File: config.mk
export PLATFORM = sky130hd
export DESIGN_NAME = interrupt_unit
export DESIGN_NICKNAME = d
export VERILOG_FILES = /design/src/rtl/interrupt_unit.sv
export SDC_FILE = /design/constraint.sdc
export NUM_CORES = 1
export LEC_CHECK = 0
export BUFFER_PORTS_ARGS = -buffer_cell sky130_fd_sc_hd__buf_4
export CAP_MARGIN = 20
export CELL_PAD_IN_SITES_DETAIL_PLACEMENT = 0
export CELL_PAD_IN_SITES_GLOBAL_PLACEMENT = 1
export CORE_ASPECT_RATIO = 0.6
export CORE_MARGIN = 8
export CORE_UTILIZATION = 36
export CTS_CLUSTER_SIZE = 12
export DETAILED_ROUTE_END_ITERATION = 8
export PLACE_DENSITY = 0.78
export SYNTH_ARGS = -nofsm -noshare
export SYNTH_HDL_FRONTEND = slang
export SYNTH_SLANG_ARGS = --single-unit
export TNS_END_PERCENT = 20
File: constraint.sdc
create_clock -name clk -period 4.39 [get_ports clk]
set_input_delay 0.878 -clock clk [delete_from_list [all_inputs] [get_ports clk]]
set_output_delay 0.878 -clock clk [all_outputs]
set_load 0.01 [all_outputs]
File: src/rtl/interrupt_unit.sv
// Interrupt entry / RTI return sequencer for the execute stage: pushes or pops
// PC and ALU flags through a single-port memory and stalls the pipeline meanwhile.
module interrupt_unit #(
  parameter logic [15:0] INT_VEC_ADDR = 16'h0000
) (
  input  logic        clk,
  input  logic        rst_n,
  input  logic        int_req,
  input  logic        rti,
  input  logic [15:0] pc_in,
  input  logic [2:0]  flag_register,
  input  logic [15:0] sp_in,
  output logic        mem_req,
  output logic        mem_we,
  output logic [15:0] mem_addr,
  output logic [15:0] mem_wdata,
  input  logic [15:0] mem_rdata,
  input  logic        mem_ready,
  output logic        stall,
  output logic        pc_load,
  output logic [15:0] pc_new,
  output logic        sp_we,
  output logic [15:0] sp_next,
  output logic        flag_regsel,
  output logic [2:0]  conditions_from_memory_pop
);

  typedef enum logic [2:0] {
    IDLE, PUSH_PC, PUSH_FLAGS, LOAD_VEC, POP_FLAGS, POP_PC, DONE
  } state_t;

  state_t      state_q, state_d;
  logic        int_pend_q;
  logic        rti_mode_q;
  logic [15:0] sp_q, pc_q;
  logic [2:0]  flg_q;
  logic        flag_regsel_q;
  logic [2:0]  cond_q;
  logic        int_start;
  logic        done;

  assign int_start = (state_q == IDLE) && !rti && (int_pend_q || int_req);
  assign done      = (state_q == DONE);

  // NOTE: every output and next-state value gets a default before the case so
  // no path leaves a variable unassigned, which would infer a latch.
  always_comb begin
    state_d   = state_q;
    mem_req   = 1'b0;
    mem_we    = 1'b0;
    mem_addr  = 16'h0000;
    mem_wdata = 16'h0000;
    unique case (state_q)
      IDLE: begin
        if (rti)                         state_d = POP_FLAGS;
        else if (int_pend_q || int_req)  state_d = PUSH_PC;
      end
      PUSH_PC: begin
        mem_req   = 1'b1;
        mem_we    = 1'b1;
        mem_addr  = sp_q;
        mem_wdata = pc_q;
        if (mem_ready) state_d = PUSH_FLAGS;
      end
      PUSH_FLAGS: begin
        mem_req   = 1'b1;
        mem_we    = 1'b1;
        mem_addr  = sp_q - 16'd1;
        mem_wdata = {13'b0, flg_q};
        if (mem_ready) state_d = LOAD_VEC;
      end
      LOAD_VEC: begin
        mem_req  = 1'b1;
        mem_addr = INT_VEC_ADDR;
        if (mem_ready) state_d = DONE;
      end
      POP_FLAGS: begin
        mem_req  = 1'b1;
        mem_addr = sp_q + 16'd1;
        if (mem_ready) state_d = POP_PC;
      end
      POP_PC: begin
        mem_req  = 1'b1;
        mem_addr = sp_q + 16'd2;
        if (mem_ready) state_d = DONE;
      end
      DONE:    state_d = IDLE;
      default: state_d = IDLE;
    endcase
  end

  assign stall       = (state_q != IDLE);
  assign pc_load     = done;
  assign pc_new      = done ? pc_q : 16'h0000;
  assign sp_we       = done;
  assign sp_next     = !done     ? 16'h0000 :
                       rti_mode_q ? sp_q + 16'd2 : sp_q - 16'd2;
  assign flag_regsel = flag_regsel_q;
  assign conditions_from_memory_pop = cond_q;

  // NOTE: sequential state uses non-blocking assignments only, so every flop
  // samples pre-edge values regardless of statement order.
  always_ff @(posedge clk) begin
    if (!rst_n) begin
      state_q       <= IDLE;
      int_pend_q    <= 1'b0;
      rti_mode_q    <= 1'b0;
      sp_q          <= 16'h0000;
      pc_q          <= 16'h0000;
      flg_q         <= 3'b000;
      flag_regsel_q <= 1'b0;
      cond_q        <= 3'b000;
    end else begin
      state_q       <= state_d;
      flag_regsel_q <= 1'b0;
      cond_q        <= 3'b000;

      if (int_start)    int_pend_q <= 1'b0;
      else if (int_req) int_pend_q <= 1'b1;

      unique case (state_q)
        IDLE: begin
          if (rti) begin
            sp_q       <= sp_in;
            rti_mode_q <= 1'b1;
          end else if (int_pend_q || int_req) begin
            sp_q       <= sp_in;
            pc_q       <= pc_in;
            flg_q      <= flag_register;
            rti_mode_q <= 1'b0;
          end
        end
        LOAD_VEC:  if (mem_ready) pc_q  <= mem_rdata;
        POP_FLAGS: if (mem_ready) flg_q <= mem_rdata[2:0];
        POP_PC: begin
          // Flag-restore outputs are registered into DONE so they are stable
          // for the ALU's negedge update.
          if (mem_ready) begin
            pc_q          <= mem_rdata;
            flag_regsel_q <= 1'b1;
            cond_q        <= flg_q;
          end
        end
        default: ;
      endcase
    end
  end

endmodule

# --- Word-level counts from Yosys, hierarchy flattened ---
# Index checks and enable logic that the tools add are counted.
totals:
  input_bits: 56
  output_inout_bits: 73
  reg_bits: 44
classes:
  addsub: 4
  reduce_logical: 19
  n_eq_ne: 13
  mux: 27
  bitwise_logic: 1
ops:
  columns: ["operator", "count"]
  rows:
  - ["$mux 16", 8]
  - ["$pmux 16 s2", 2]
  - ["$pmux 16 s4", 1]
  - ["$mux 3", 9]
  - ["$add 16x1->16 const B", 1]
  - ["$add 16x2->16 const B", 1]
  - ["$sub 16x1->16 const B", 1]
  - ["$sub 16x2->16 const B", 1]
  - ["$pmux 3 s5", 1]
  - ["$eq 3x3->1 const B", 3]
  - ["$ne 2x2->1 const B", 4]
  - ["$reduce_and 4->1", 2]
  - ["$eq 3x2->1 const B", 2]
  - ["$pmux 3 s2", 1]
  - ["$reduce_bool 2->1", 3]
  - ["$reduce_or 2->1", 3]
  - ["$mux 1", 5]
  - ["$reduce_and 5->1", 1]
  - ["$reduce_or 5->1", 1]
  - ["$ne 2x1->1 const B", 2]
  - ["$reduce_and 2->1", 2]
  - ["$eq 3x1->1 const B", 1]
  - ["$logic_not 3->1", 1]
  - ["$ne 3x2->1 const B", 1]
  - ["6 further kinds", 7]

# --- Logic depth before layout (Yosys ltp) ---
# Gate-level depths: netlist of the first run.
depth:
  depth_word: 4
  mapped_depth: 11

# --- Worst setup path before layout of the first run ---
# Ideal clock, no wire load.
synth_timing:
  kind: "reg2out"
  from: "register state_q[0]"
  to: "output mem_addr[14]"
  slack_ns: 0.760
  arrival_time_ns: 2.752
  required_time_ns: 3.512
  stages_incl_launch_ff: 11
  n_path_buf: 0
  path_cell_list: "dfxtp_1 > nand2b_1 > nor2_1 > inv_1 > ha_1 > nor2b_1 > o31ai_1 > a21oi_1 > a211oi_1 > xor2_1 > o22ai_1"
synth_between:
  elab_chain_cells: 2
synth_lines:
  columns: ["element", "line_no", "rtl"]
  rows:
  - ["start, declared", "32", "state_t state_q, state_d;"]
  - ["start signal, assigned", "114", "state_q <= state_d;"]
  - ["$eq 3x3->1, or another cell as far along", "53", "unique case (state_q)"]
  - ["$pmux 16 s4 (*)", "53", null]
  - ["end, declared", "15", "output logic [15:0] mem_addr,"]
# Every way passes the cells marked *; elsewhere a longest branch is shown, timed or not.

# --- Worst setup path in the final report of the first run ---
layout_timing:
  from: "register state_q[1]"
  to: "output mem_addr[12]"
# The elaborated chain is that of the path after synthesis.

==> results by group, run 1 <==
Critical path
  – CP max FO: 12
  – R2R depth: 6
  – Worst R2R End: pc_q[14]$_SDFFE_PN0P_
  – Critical Path Source Type: flip-flop
  – Crit Path Class: reg2out
  – Worst R2R Setup Slack: 1.57 ns
  – Reg2reg start: state_q[0]$_SDFFE_PN0P_
  – Crit path DAT: between 3 and 4 ns
  – CP Launch Point: state_q[1]$_SDFFE_PN0P_
  – Critical Path Sink Type: output port
  – Required time of the critical path: about 3.5 ns

Finish
  – Area grow syn2layout: 31.2%
  – Fillers: approximately 1100
  – Reg area: slightly below 900 um^2
  – Fraction of layout cells with a size suffix above 1: 25.1%
  – Finished Cell Area: 0.00497 mm^2
  – Non-filler cells, final: 760
  – Commonest non-fill, non-tap cell in the layout: buf_4
  – Number of inserted diodes: 0
  – Most frequent cells in the layout: 136 x buf_4, 78 x nand2_1, 46 x nand3_1, 44 x dfxtp_1, 37 x nor2_1
  – Multi-input gate area: approximately 0.0027 mm^2
  – Nets: between 600 and 700

Die
  – Die Height: around 95 um
  – Initial Util: 36.4%
  – Die area: roughly 0.014 mm^2
  – Row cnt: 29
  – Die extent in x: between 100 and 150 um
  – I/O pin cnt: between 100 and 150
  – Core area: ~0.010 mm^2

Synthesis
  – Syn. warnings: 0
  – Mapped Area: around 0.0038 mm^2
  – Post-Synth XOR/XNOR Area: 8.79%
  – Complex-gate fraction of the synthesized area: between 20% and 30%
  – Post-Synth Adder-Cell Area: under 10%
  – Post-synth EDFFs: 0
  – Post-synthesis async set-or-reset flop share: 0%
  – Mapped Cells: about 520
  – Most used DFF post-synth: dfxtp_1
  – Synth Net Count: a little under 600
  – Synth cell types: 56
  – Synth Area in Simple Gates: 31.3%
  – Syn avg cell area: 7.30 um^2
  – Yosys reg bits: 44
  – Sequential area share after synthesis: roughly a quarter
  – Largest family of logic cells by synthesized area: simple AND/OR/NAND/NOR gates
  – Multiplexer area fraction after synthesis: less than 1%

Power and ir drop
  – Flop pwr share: 27.7%
  – Power Internal: between 1 and 1.5 mW
  – Sw Ratio: 41.4%
  – Combinational share of power: 50.1%
  – Sw power: a little over 0.8 mW
  – Peak VDD IR: 0.218 mV
  – Pwr Density: ~400 mW/mm^2
  – Pleak: between 2 and 2.5 nW
  – Clock network power share: between 20 and 25%

Placed design
  – Post-DP Area: 0.00479 mm^2
  – HPWL after DPL: roughly 11000 um
  – Placed cells: between 700 and 800
  – Number of I/O port buffers: 128
  – RePlAce Congestion: roughly 0.92

Global route
  – Initial antenna violation count: 0
  – Vias in the first global route: between 3000 and 4000
  – GR Overflow Total: 0
  – Largest net degree at the start of global routing: between 40 and 50
  – GRT Util Overall: between 10% and 20%
  – First-pass GRT wire length: approximately 22000 um

Timing
  – Final min period: slightly above 4 ns
  – Slew @ Worst Pin: approximately 1.2 ns
  – FMAX: approximately 0.24 GHz
  – Hold Fails Final Rpt: 0
  – Clock Skews: between 0.004 and 0.005 ns
  – Final setup vio count: 0
  – RSZ-0062 raised after global routing: no
  – Slew HR: a little over a fifth
  – Max-slew violation count: 0
  – Setup TNS: 0 ns
  – Period utilization: 94.6%

Hold path
  – Tightest Hold Check Type: reg2reg
  – Hold path cells: 1
  – Hold path startpoint: flg_q[0]$_SDFFE_PN0P_
  – Hold Crit Endpoint: conditions_from_memory_pop[0]$_SDFF_PN0_

Clock tree
  – Root Buffer Master: clkbuf_16
  – Skew-Pair Late Insertion Delay: just under 0.3 ns
  – Hold-fix buffer count after cts: 0
  – CTS tree: done
  – H-Tree Depth: 2
  – Clk buf depth: 2
  – CTS sink cnt: 44
  – Cts bufs inserted: 5
  – Clk pin slew, worst setup/hold paths: around 0.06 ns

Drt
  – WL/cell: about 18 um
  – Residual DRC: 0
  – Vias: just over 4000
  – DRT Wirelength: 14000 um
  – Post-DRT Antenna Nets: 0
  – Drt pass-1 iters: 5
  – DRT iter0 DRCs: 333
  – Average vias per placed instance: approximately 5.4

Run status
  – Status: complete, no violations

Job
  – MaxCap Viol Count: 0
-- registers in the layout, summed over array words and instances, names as in the netlist --
register	cells
flg_q	3
state_q	3
int_pend_q	1
flag_regsel	1
rti_mode_q	1
conditions_from_memory_pop	3
pc_q	16
sp_q	16
-- worst max path at each step --
| stage | end | slack, ns |
|---|---|---|
| finish | mem_addr[12] | 0.24 |
| global route | mem_addr[12] | 0.007 |
| CTS | mem_addr[12] | 0.29 |
| detailed placement | mem_addr[12] | 0.61 |
| global placement | mem_addr[12] | 0.53 |
| floorplan | mem_addr[14] | 0.76 |
-- synthesized netlist by cell type, types with 3 or more instances --
cell	instances	area, um^2
nand2_1	78	293
nand3_1	46	230
dfxtp_1	44	881
nor2_1	37	139
clkbuf_1	26	97.6
and3_1	24	150
xor2_1	24	210
a21oi_1	19	95.1
o211a_1	19	190
and2_1	18	113
a21boi_0	17	128
ha_1	16	200
inv_1	14	52.6
xnor2_1	14	123
o21ai_0	13	65.1
o22ai_1	12	75.1
buf_2	9	45.0
a22oi_1	7	52.6
nor2b_1	7	43.8
nor3_1	7	35.0
nand2b_1	6	37.5
a211oi_1	5	37.5
buf_4	5	37.5
a21o_1	3	22.5
a32oi_1	3	26.3
nand4_1	3	18.8
nor4_1	3	18.8
o21a_1	3	22.5
o21bai_1	3	22.5
or3_1	3	18.8
-- per-stage QoR --
stage | setup WS (ns) | hold WS (ns) | power, mW | util (%)
2_1_floorplan | 0.760 | 0.454 | 1.21 | -
3_3_place_gp | 0.527 | 0.490 | 1.56 | 46.0
3_5_place_dp | 0.610 | 0.504 | 1.55 | 46.0
4_1_cts | 0.288 | 0.517 | 2.00 | 47.7
5_1_grt | 0.00651 | 0.525 | 2.14 | 47.7
6_report | 0.238 | 0.517 | 2.00 | 47.7
-- area by class of cell --
class | instances | area share [%]
clock inverters | 2 | 0.780
inverters | 14 | 1.06
multi-input cells | 419 | 53.6
flip-flops and latches | 44 | 17.7
well taps | 139 | 3.50
clock buffers | 6 | 2.79
repair buffers | 136 | 20.5
-- power by group through the flow --
| stage | combinational (mW) | sequential, mW | clock [mW] |
|---|---|---|---|
| 2_1_floorplan | 0.705 | 0.504 | 0 |
| 3_3_place_gp | 1.00 | 0.556 | 0 |
| 3_5_place_dp | 0.991 | 0.560 | 0 |
| 4_1_cts | 0.995 | 0.551 | 0.452 |
| 5_1_grt | 1.11 | 0.564 | 0.467 |
| 6_report | 1.00 | 0.555 | 0.443 |
-- layer usage --
layer  track usage (%)  vias up  share of wire [%]
li1                  -     2042                  -
met1              30.5     1930                 53
met2              25.3      142                 39
met3              4.12        2                7.8
met4              2.62        0               0.27
met5                 0        -                  0
-- critical path, stage by stage, from the launching register on --
cell	delay (ns)
dfxtp_1	0.57
nor2_1	0.09
buf_4	0.18
inv_1	0.16
buf_4	0.23
ha_1	0.25
o21a_1	0.15
o31ai_2	0.10
a221oi_1	0.52
o21ai_0	0.23
a211o_1	0.30
nand3_1	0.08
buf_4	0.12
-- what timing repair did --
item | in CTS | in global routing
setup buffers | 0 | 0
setup endpoints to repair | 0 | 1
hold endpoints to repair | 0 | 0
resized for setup | 0 | 1
-- cell families (layout without fill, tap and decap cells) --
kind of cell / after synthesis / count (layout)
multiplexers: 1 / 1
adder cells (fa/ha/maj): 17 / 17
XOR/XNOR: 38 / 38
buffers and inverters: 56 / 158
AND/OR/NAND/NOR: 240 / 240
AO/OA/AOI/OAI: 123 / 123
flip-flops: 44 / 44
No activity file was read; power rests on OpenSTA's default activity.
==> inputs of run 2 (changes only) <==
ABC_AREA = 1   (was default)
CORE_UTILIZATION = 34   (was 36)
==> run 2 against run 1 <==
  * Critical path depth down 3
  * Largest cell class unchanged
  * Synthesized cell count rose by 45%
  * Clock-buffer cell count did not move
  * Combinational power grew to 2.9 times the previous value
  * Worst hold slack worse by 0.055 ns
  * Via count is 22% higher
  * Routed wire length is 16% higher
  * Sequential cell count unchanged
  * Cell area up 8.3%
  * Power is 110% higher
  * Critical endpoint is now mem_addr[7]
  * Sequential power rose by 40%
  * Critical path type unchanged
==> results by group, run 2 <==
Run status
  – Status: complete, no violations

Timing
  – FMAX: 0.255 GHz (+5.8%)
  – Hold Fails Final Rpt: 0 (unchanged)
  – Slew HR: 28.4% (+6.4 points)
  – Final min period: 3.92 ns (-0.228 ns)
  – Clock Skews: 0.00363 ns (-0.00121 ns)
  – Slew @ Worst Pin: 1.07 ns (-0.0960 ns)
  – Worst Slack Setup Final: 0.466 ns (+0.228 ns)
  – Period utilization: 89.4% (-5.2 points)
  – Max-slew violation count: 0 (unchanged)
  – Final setup vio count: 0 (unchanged)
  – RSZ-0062 raised after global routing: no
  – Setup TNS: 0 ns (unchanged)

Finish
  – Nets: 934 (+35%)
  – Commonest non-fill, non-tap cell in the layout: nand2_1
  – Fraction of layout cells with a size suffix above 1: 18.7% (-6.4 points)
  – Non-filler cells, final: 1027 (+35%)
  – Biggest regs: pc_q x16, sp_q x16
  – Most frequent cells in the layout: 229 x nand2_1, 135 x buf_4, 102 x inv_1, 87 x nor2_1, 75 x nand3_1
  – Area grow syn2layout: 29.8%
  – Number of inserted diodes: 0 (unchanged)

Power and ir drop
  – Sw power: 2.29 mW (+180%)
  – Clock network power share: 10.5% (-12 points)
  – Flop pwr share: 18.7% (-9.0 points)
  – Power Internal: 1.85 mW (+58%)
  – Combinational share of power: 70.8% (+21 points)
  – Pleak: 2.68 nW (+9.5%)
  – Overall power: 4.15 mW (+110%)
  – Pwr Density: 771 mW/mm^2 (+91%)
  – Sw Ratio: 55.3% (+14 points)
  – Peak VDD IR: 0.326 mV (+50%)

Clock tree
  – Clk buf depth: 2 (unchanged)
  – Root Buffer Master: clkbuf_16
  – Skew-Pair Late Insertion Delay: 0.29 ns (about the same)
  – Cts bufs inserted: 5 (unchanged)
  – Clk pin slew, worst setup/hold paths: 0.06 ns (about the same)
  – CTS sink cnt: 44 (unchanged)
  – Setup Buffers After CTS: 0 (unchanged)
  – H-Tree Depth: 2 (unchanged)
  – Hold-fix buffer count after cts: 0 (unchanged)
  – Post-cts sizing count: 0 (unchanged)
  – CTS tree: done

Critical path
  – Family with the most delay on the worst path: simple AND/OR/NAND/NOR gates
  – Critical Path Source Type: flip-flop
  – Required time of the critical path: 3.51 ns (about the same)
  – Crit-path cells: nand2_1 > ha_1 > or2_2 > nand3_1 > nand2_1 > or2_2 > nand3_1 > nand3_1 > buf_4
  – Crit Path Class: reg2out
  – Critical Path Sink Type: output port
  – CP max stage delay: 0.55 ns (-0.02 ns)
  – Crit path DAT: 3.05 ns (-0.22 ns)
  – Worst path slowest cell: dfxtp_1
  – Most frequent CP cell: nand3_1
  – CP max FO: 15 (+3)
  – Buf/Inv on CP: 1 (-3)

Synthesis
  – Sequential area share after synthesis: 21.2% (-2.0 points)
  – Post-synth EDFFs: 0 (unchanged)
  – Synth cell types: 32 (-43%)
  – Most used DFF post-synth: dfxtp_1
  – Post-synth top cells: 229 x nand2_1, 102 x inv_1, 87 x nor2_1
  – Yosys reg bits: 44 (unchanged)
  – Mapped Cells: 751 (+45%)
  – Synth Net Count: 824 (+39%)
  – Yosys top cell area share: 21.2% (-2.0 points)
  – Most frequent cell after synthesis: nand2_1
  – Post-synthesis async set-or-reset flop share: 0% (unchanged)
  – Syn avg cell area: 5.52 um^2 (-24%)
  – Yosys top cell by area: dfxtp_1
  – Synth area leaders: dfxtp_1 21%, nand2_1 21%, inv_1 9.2%
  – Syn. warnings: 0 (unchanged)
  – Mapped Area: 0.00415 mm^2 (+9.5%)

Die
  – Row cnt: 31 (+6.9%)
  – Die extent in x: 159 um (+6.8%)
  – Initial Util: 34.6% (-1.8 points)
  – Core area: 0.0120 mm^2 (+15%)
  – Die Height: 102 um (+6.4%)
  – Die area: 0.0161 mm^2 (+14%)
  – I/O pin cnt: 129 (unchanged)

Drt
  – DRT Wirelength: 16300 um (+16%)
  – Drt pass-1 iters: 5 (unchanged)
  – Residual DRC: 0 (unchanged)
  – DRT iter0 DRCs: 356 (+6.9%)
  – WL/cell: 15.9 um (-14%)
  – Vias: 5039 (+22%)
  – Average vias per placed instance: 4.91 (-9.4%)
  – Post-DRT Antenna Nets: 0 (unchanged)

Job
  – MaxCap Viol Count: 0 (unchanged)

Global route
  – Initial antenna violation count: 0 (unchanged)
  – First-pass GRT wire length: 25500 um (+17%)
  – Vias in the first global route: 4711 (+20%)
  – GR Overflow Total: 0 (unchanged)
  – GRT Util Overall: 20.1% (+0.89 points)
  – Largest net degree at the start of global routing: 25 (-40%)

Placed design
  – HPWL after DPL: 13000 um (+16%)
  – Placed cells: 1019 (+36%)
  – Setup WS pre-CTS: 0.796 ns (+0.186 ns)
  – Number of I/O port buffers: 128 (unchanged)
  – RePlAce Congestion: 0.905 (-1.2%)

Hold path
  – Tightest Hold Check Type: reg2reg
==> run 2: metrics by stage <==
| stage | hold WS (ns) | utilization, % | instance area (um^2) |
|---|---|---|---|
| finish | 0.462 | 44.9 | 5380 |
| global route | 0.480 | 44.9 | 5380 |
| CTS | 0.463 | 44.9 | 5380 |
| detailed placement | 0.455 | 43.5 | 5220 |
| global placement | 0.450 | 43.5 | 5220 |
| floorplan | 0.436 | - | 4150 |
==> run 2: worst paths after layout <==
path	from	endpoint	slack, ns	cells past startpoint
max	state_q[2]$_SDFFE_PN0P_	mem_addr[7]	0.47	9
min	pc_q[11]$_SDFFE_PN0P_	pc_q[11]$_SDFFE_PN0P_	0.46	2
max reg2reg	state_q[0]$_SDFFE_PN0P_	pc_q[14]$_SDFFE_PN0P_	1.84	7
min reg2reg	pc_q[11]$_SDFFE_PN0P_	pc_q[11]$_SDFFE_PN0P_	0.46	2
==> run 2: power by group through the flow <==
| stage | logic (mW) | registers (mW) | clock network, mW |
|---|---|---|---|
| 2_1_floorplan | 2.12 | 0.656 | 0 |
| 3_3_place_gp | 2.87 | 0.773 | 0 |
| 3_5_place_dp | 2.89 | 0.775 | 0 |
| 4_1_cts | 2.91 | 0.768 | 0.443 |
| 5_1_grt | 3.33 | 0.802 | 0.463 |
| 6_report | 2.94 | 0.775 | 0.436 |
==> run 2: layout make-up <==
type	count	area, um^2
fillers	1314	6600
repair buffers	135	1010
inverters	107	402
flip-flops and latches	44	881
clock inverters	2	35.0
well taps	165	206
clock buffers	6	129
multi-input cells	568	2720
==> run 2: tightest hold or removal path, cell delays in order, from the launching register on <==
cell     delay [ns]
dfxtp_1        0.31
nand2_1        0.06
a21oi_1        0.05
==> run 2: cells by family (layout without fill, tap and decap cells) <==
group / Yosys count / after routing / synth area share, %
simple gates: 418 / 418 / 41.9
buf+inv: 139 / 250 / 13.3
compound gates: 122 / 122 / 15.9
flops: 44 / 44 / 21.2
fa+ha+maj: 17 / 17 / 5.31
xor+xnor: 10 / 10 / 2.11
mux: 1 / 1 / 0.241
==> run 2: per-layer routing <==
layer	up-vias	part of all wire (%)	routed length, um	track usage [%]
met5	-	0	0	0
met4	0	0.35	57	2.38
met3	7	7.8	1270	4.60
met2	163	40	6560	28.8
met1	2265	52	8420	30.2
li1	2604	-	-	-
